`config.mk`:
```
export PLATFORM = sky130hd
export DESIGN_NAME = gelu_backward
export DESIGN_NICKNAME = d
export VERILOG_FILES = /design/src/rtl/gelu_backward.sv
export SDC_FILE = /design/constraint.sdc
export NUM_CORES = 1
export LEC_CHECK = 0
export CORE_ASPECT_RATIO = 1.2
export CORE_UTILIZATION = 44
export CTS_CLUSTER_SIZE = 25
export DETAILED_ROUTE_END_ITERATION = 16
export PLACE_DENSITY_LB_ADDON = 0.1
export SETUP_SLACK_MARGIN = 0.05
export SYNTH_ARGS = -nofsm -noshare
export SYNTH_HDL_FRONTEND = slang
export SYNTH_SLANG_ARGS = --single-unit
```
`constraint.sdc`:
```
create_clock -name clk -period 6.6 [get_ports clk]
set_input_delay 1.32 -clock clk [delete_from_list [all_inputs] [get_ports clk]]
set_output_delay 1.32 -clock clk [all_outputs]
set_load 0.02 [all_outputs]
```
`src/rtl/gelu_backward.sv`:
```
// GELU backward pass: dx = dy * GELU'(x) with a piecewise-constant derivative.
// Two-stage valid/ready pipeline:
//   S1 holds the selected derivative, the upstream gradient and the last flag.
//   S2 holds the scaled product (dx_out) and out_last.
// The output counter counts transfers within a tensor and clears on the last beat.
// Optional build macro GELU_BWD_SAT_EN saturates the result to the 8-bit range.
// Without the macro, the low 8 bits are kept and the result wraps.
module gelu_backward (
  input  logic        clk,
  input  logic        reset,
  input  logic [7:0]  x_in,
  input  logic [7:0]  g_in,
  input  logic        in_last,
  input  logic        in_valid,
  output logic        in_ready,
  output logic [7:0]  dx_out,
  output logic        out_last,
  output logic        out_valid,
  input  logic        out_ready,
  output logic [15:0] out_cnt
);

  // Stage 1 state. Only the valid bit is reset.
  logic              s1_valid_q;
  logic              s1_valid_d;
  logic signed [7:0] s1_d_q;
  logic signed [7:0] s1_g_q;
  logic              s1_last_q;

  // Handshake terms
  logic s2_adv;
  logic in_xfer;
  logic out_xfer;

  // Datapath terms
  logic signed [7:0]  x_s;
  logic signed [7:0]  d_sel;
  logic signed [15:0] prod;
  logic signed [9:0]  r;
  logic        [7:0]  dx_next;

  assign x_s = $signed(x_in);

  // S2 can take a new beat when it is empty or its beat leaves this cycle.
  assign s2_adv   = !out_valid || out_ready;
  // in_ready is forced low while reset is asserted.
  assign in_ready = reset && (!s1_valid_q || s2_adv);
  assign in_xfer  = in_valid && in_ready;
  assign out_xfer = out_valid && out_ready;

  // Piecewise derivative of GELU in Q1.6, selected from Q3.5 x.
  always_comb begin
    d_sel = 8'sd0;
    if (x_s <= -8'sd80) begin
      d_sel = 8'sd0;
    end else if (x_s < -8'sd16) begin
      d_sel = -8'sd4;
    end else if (x_s < 8'sd0) begin
      d_sel = 8'sd16;
    end else if (x_s < 8'sd64) begin
      d_sel = 8'sd72;
    end else begin
      d_sel = 8'sd64;
    end
  end

  // Full 16-bit signed product.
  // Bits [15:6] equal an arithmetic shift right by 6, i.e. floor(p / 64).
  assign prod = $signed({{8{s1_g_q[7]}}, s1_g_q}) * $signed({{8{s1_d_q[7]}}, s1_d_q});
  assign r    = prod[15:6];

  // Reduce the 10-bit result to the 8-bit output format.
  always_comb begin
    dx_next = r[7:0];
`ifdef GELU_BWD_SAT_EN
    if (r > 10'sd127) begin
      dx_next = 8'h7f;
    end else if (r < -10'sd128) begin
      dx_next = 8'h80;
    end
`endif
  end

  // S1 occupancy: a free or draining S1 takes whatever is offered.
  always_comb begin
    s1_valid_d = s1_valid_q;
    if (in_ready) begin
      s1_valid_d = in_valid;
    end
  end

  // S1 valid register.
  always_ff @(posedge clk or negedge reset) begin
    if (!reset) begin
      s1_valid_q <= 1'b0;
    end else begin
      s1_valid_q <= s1_valid_d;
    end
  end

  // S1 data registers load on accepted input beats only.
  always_ff @(posedge clk) begin
    if (in_xfer) begin
      s1_d_q    <= d_sel;
      s1_g_q    <= $signed(g_in);
      s1_last_q <= in_last;
    end
  end

  // S2 output register.
  // The register holds its value while a stalled beat waits for out_ready.
  always_ff @(posedge clk or negedge reset) begin
    if (!reset) begin
      out_valid <= 1'b0;
      dx_out    <= 8'h00;
      out_last  <= 1'b0;
    end else if (s2_adv) begin
      out_valid <= s1_valid_q;
      if (s1_valid_q) begin
        dx_out   <= dx_next;
        out_last <= s1_last_q;
      end
    end
  end

  // Per-tensor transfer counter.
  // A last-beat transfer clears the counter. Otherwise the count increments and wraps.
  always_ff @(posedge clk or negedge reset) begin
    if (!reset) begin
      out_cnt <= 16'h0000;
    end else if (out_xfer) begin
      if (out_last) begin
        out_cnt <= 16'h0000;
      end else begin
        out_cnt <= out_cnt + 16'h0001;
      end
    end
  end

endmodule

```
Yosys cells after proc, flatten, opt, wreduce, memory -nomap -nowiden:

Cells that the tools add are included.
W data, S select, Z words.

* order comparisons: 4
* multiply operators: 1
* $add $sub $neg: 1
* multiplexer cells: 4
* reduce and logical (&&, ||, !) cells: 9

Operators with widths (count)
* $add A16 B1 Y16 const B: 1
* $mux W16: 1
* $mul A8 B8 Y14: 1
* $le A8 B8 Y1 const B: 1
* $lt A8 B1 Y1 const B: 1
* $lt A8 B5 Y1 const B: 1
* $lt A8 B8 Y1 const B: 1
* $mux W8: 1
* $mux W7: 1
* $mux W4: 1
* $logic_and A1 B1 Y1: 3
* $reduce_or A3 Y1: 1
* $logic_not A1 Y1: 2
* $logic_or A1 B1 Y1: 2
* $reduce_and A2 Y1: 1

* logic and storage cells: 28
* input bits: 21
* register bits: 44
* output and inout port bits: 27

Depth between registers and ports, before layout:

* depth after elaboration: 5
* gate-level depth with buffers: 15
* depth with buffers taken out: 14

Worst setup path after synthesis:

OpenSTA, ideal clock, no wires.

* path kind: reg2reg
* start point: register s1_d_q[5]
* end point: register dx_out[7]
* required time: 6.524 ns
* arrival: 4.104 ns
* cell stages (with the launch flop): 13
* setup slack: 2.420 ns
* clock period less this slack: 4.180 ns
* library setup time: 0.076 ns
* path buffers: 1
* cells stage by stage: edfxtp_1 -> clkbuf_1 -> nor2b_1 -> fa_1 -> fa_1 -> fa_1 -> fa_1 -> ha_1 -> o21ai_0 -> o21ai_1 -> a31oi_1 -> xnor3_1 -> o21ai_1

* word-level cells in the longest chain between the ends: 1

Ends and longest elaborated chain
* start: declaration: RTL line 26 `logic signed [7:0] s1_d_q;`
* start signal: assignment: RTL line 104 `s1_d_q <= d_sel;`
* $mul A8 B8 Y14: RTL line 69 `assign prod = $signed({{8{s1_g_q[7]}}, s1_g_q}) * $signed({{8{s1_d_q[7]}}, s1_d_q});`
* end signal: assignment: RTL line 120 `dx_out <= dx_next;`
* end: declaration: RTL line 16 `output logic [7:0] dx_out,`

No other way between the ends.
A chain may end at the register's enable or synchronous reset.

Worst setup path after layout:

Ends and elaborated chain as after synthesis.

==> results.yml <==
place:
  post-place-cells: 413
  hpwl_um: 4650
  gp_congestion: 0.768
  dpl_cell_area_um2: 3610
  portBuffers: 47
floorplan:
  die-height_um: 93.0
  initial_core_util_pct: 46.2
  die_area_um2: 7240
  ios: 48
  row_count: 32
  die_w_um: 77.8
  coreArea_um2: 6570
clock_tree:
  cts.htree.levels: 2
  cts_tree: "built"
  clock_sinks: 40
  clk_latency_ns: 0.29
  clockRootBuffer: "clkbuf_8"
  cts_buffers: 5
  cts_resized: 0
  holdBufCountCts: 0
  clockBufferDepth: 2
  clk_pin_slew_worst_paths_ns: 0.08
  cts_setup_buffers: 0
worst_hold_path:
  hold_class: "reg -> reg"
timing:
  rsz0062_at_grt: "no"
  final.min_clock_period_ns: 4.46
  slew_headroom_pct: 52.8
  hold_viol_final: 0
  hold_ws_ns: 0.489
  fmax_mhz: 224
  worstMarginPinSlew_ns: 0.709
  fin_worst_skew_ns: 0.00762
  drv_slew: 0
  min_period_over_period_pct: 67.5
  setup_viol: 0
  tns_ns: 0
final_layout:
  num-nets-final: 406
  drive_above_1_share_pct: 3.87
  final_cells: 421
  antenna_cells: 0
  final_area_um2: 3690
  area_growth_pct: 21.7
synthesis:
  syn_area_per_cell_um2: 10.7
  synthArstFlopShare_pct: 67.5
  yosysSeqAreaShare_pct: 35.1
  synth_most_common_cell: "inv_1"
  ys_warn_count: 0
  ys_types: 34
  syn_inst: 283
  synth_edf_count: 13
  synthFlopType: "dfrtp_1"
  syn_nets: 354
  synthTopCellsByArea: "dfrtp_1 22%, fa_1 19%, edfxtp_1 13%"
  synth.top_cell.area_share_pct: 22.3
  ys_seq_elements: 40
  yosysTopAreaCell: "dfrtp_1"
  synth_area_um2: 3040
  synthTopCellsByCount: "33 x inv_1, 29 x fa_1, 27 x dfrtp_1"
worst_setup_path:
  crit_cells: 12
  rr_endpoint: "dx_out[7]"
  critPathArrivalTime_ns: 4.67
  critPathBufInv: 1
  cp.required_ns: 6.82
  worstPathCellList: "nand2_1 -> fa_1 -> inv_1 -> fa_1 -> fa_1 -> fa_1 -> ha_1 -> o21ai_0 -> o21ai_1 -> a31oi_1 -> xnor3_1 -> o21ai_1"
  crit_fanout: 17
  cp_top_family: "adder cells"
  worstSetupEndpointType: "register"
  ff2ff_path_depth: 12
  crit_top_cell: "fa_1"
  r2r_slack_ns: 2.14
  timing.rr.start: "s1_d_q[5]"
  critPathCapture: "dx_out[7]"
  slowest_stage: "edfxtp_1"
  cp-start-kind: "register"
  setup.worst_path.start: "s1_d_q[5]"
  max_stage_delay_ns: 0.67
  crit_type: "reg -> reg"
detailed_routing:
  routedWlPerCell_um: 14.2
  vias: 2108
  final_antenna_net_count: 0
  drt-initial-drc-count: 70
  dr.pass1.iters: 4
  vias_per_cell: 5.01
  drt-total-wl_um: 5990
  drc: 0
power:
  leakage_nw: 1.70
  ir_drop_v: 0.000151
  finalPower_w: 0.000979
  p_per_area_nw_per_um2: 265
job:
  cap_violations: 0
run_status:
  status: "completed"
global_routing:
  grt_start_max_net_pins: 29
  grt_pass1_wl_um: 10100
  grt_antenna_before_repair: 0
  grt_remaining_overflow: 0
  grt_pass1_vias: 2112
  grt_use_total_pct: 18.3
==> cells in the final DEF (no fill, tap or decap), drive strengths merged <==
cell,n
clkbuf,7
mux2,4
inv,33
clkdlybuf4s50,47
nor4b,1
clkinv,1
nand3,7
xnor3,1
o21ai,13
nand2,21
xnor2,14
edfxtp,13
fa,29
o22ai,1
and2,24
nor3,2
nor2,19
nand2b,4
a21o,5
mux2i,1
nand4,4
nor3b,2
a22oi,1
ha,21
nand3b,1
a211oi,1
o21bai,1
a31oi,2
dfrtp,27
and3,4
and4,3
nor2b,7
a21oi,4
or4,2
buf,1
xor2,8
==> area by class of cell <==
class                   instances  area [um2]
clock buffers                   7        76.3
clock inverters                 1        8.76
fillers                       613        2870
inverters                      33         124
multi-input cells             207        1830
flip-flops and latches         40        1070
well taps                      85         106
repair buffers                 48         478
==> per-stage QoR <==
step | util (%) | worst slack, ns
final | 56.3 | 2.14
after global routing | 56.3 | 1.87
after CTS | 56.3 | 2.13
after detailed placement | 55.0 | 2.17
after global placement | 55.0 | 2.28
after floorplan | - | 2.42
==> worst register-to-register path, cell delays in order, from the launching register on <==
cell and delay (ns):
edfxtp_1 0.67, nand2_1 0.19, fa_1 0.57, inv_1 0.05, fa_1 0.47, fa_1 0.53, fa_1 0.50, ha_1 0.36
o21ai_0 0.24, o21ai_1 0.10, a31oi_1 0.18, xnor3_1 0.40, o21ai_1 0.12
==> power by group <==
part	internal [W]	leakage (nW)	total [W]	switching, W
registers	0.000300	0.473	0.000338	0.0000388
clock network	0.0000756	0.0424	0.000164	0.0000886
logic	0.000238	1.19	0.000477	0.000239
==> per-layer routing <==
layer  vias to the layer above  global-route usage (%)  routed length (um)
met4                         0                    5.66                  79
met5                         -                       0                   0
met3                         6                    2.93                 166
li1                       1030                       -                   -
met1                      1039                    23.0                2670
met2                        33                    32.4                3080
==> flip-flops by register name, summed over array words and instances (netlist names) <==
name	count
out_last	1
s1_d_q	4
s1_last_q	1
out_cnt	16
out_valid	1
dx_out	8
s1_valid_q	1
s1_g_q	8
==> kinds of logic after synthesis <==
group           synth area share, %
compound gates                 5.56
xor+xnor                       7.09
fa+ha+maj                      27.8
buf+inv                        4.45
flops                          35.1
mux                            1.81
simple gates                   18.2
==> worst min-delay path by stage <==
stage,from,endpoint,slack [ns],cells past startpoint
final,dx_out[5],dx_out[5],0.49,2
after global routing,dx_out[0],dx_out[0],0.52,1
after CTS,dx_out[5],dx_out[5],0.50,2
after detailed placement,dx_out[4],dx_out[4],0.47,2
after global placement,dx_out[5],dx_out[5],0.47,2
after floorplan,s1_last_q,out_last,0.46,1
(Power assumes the default switching activity.)
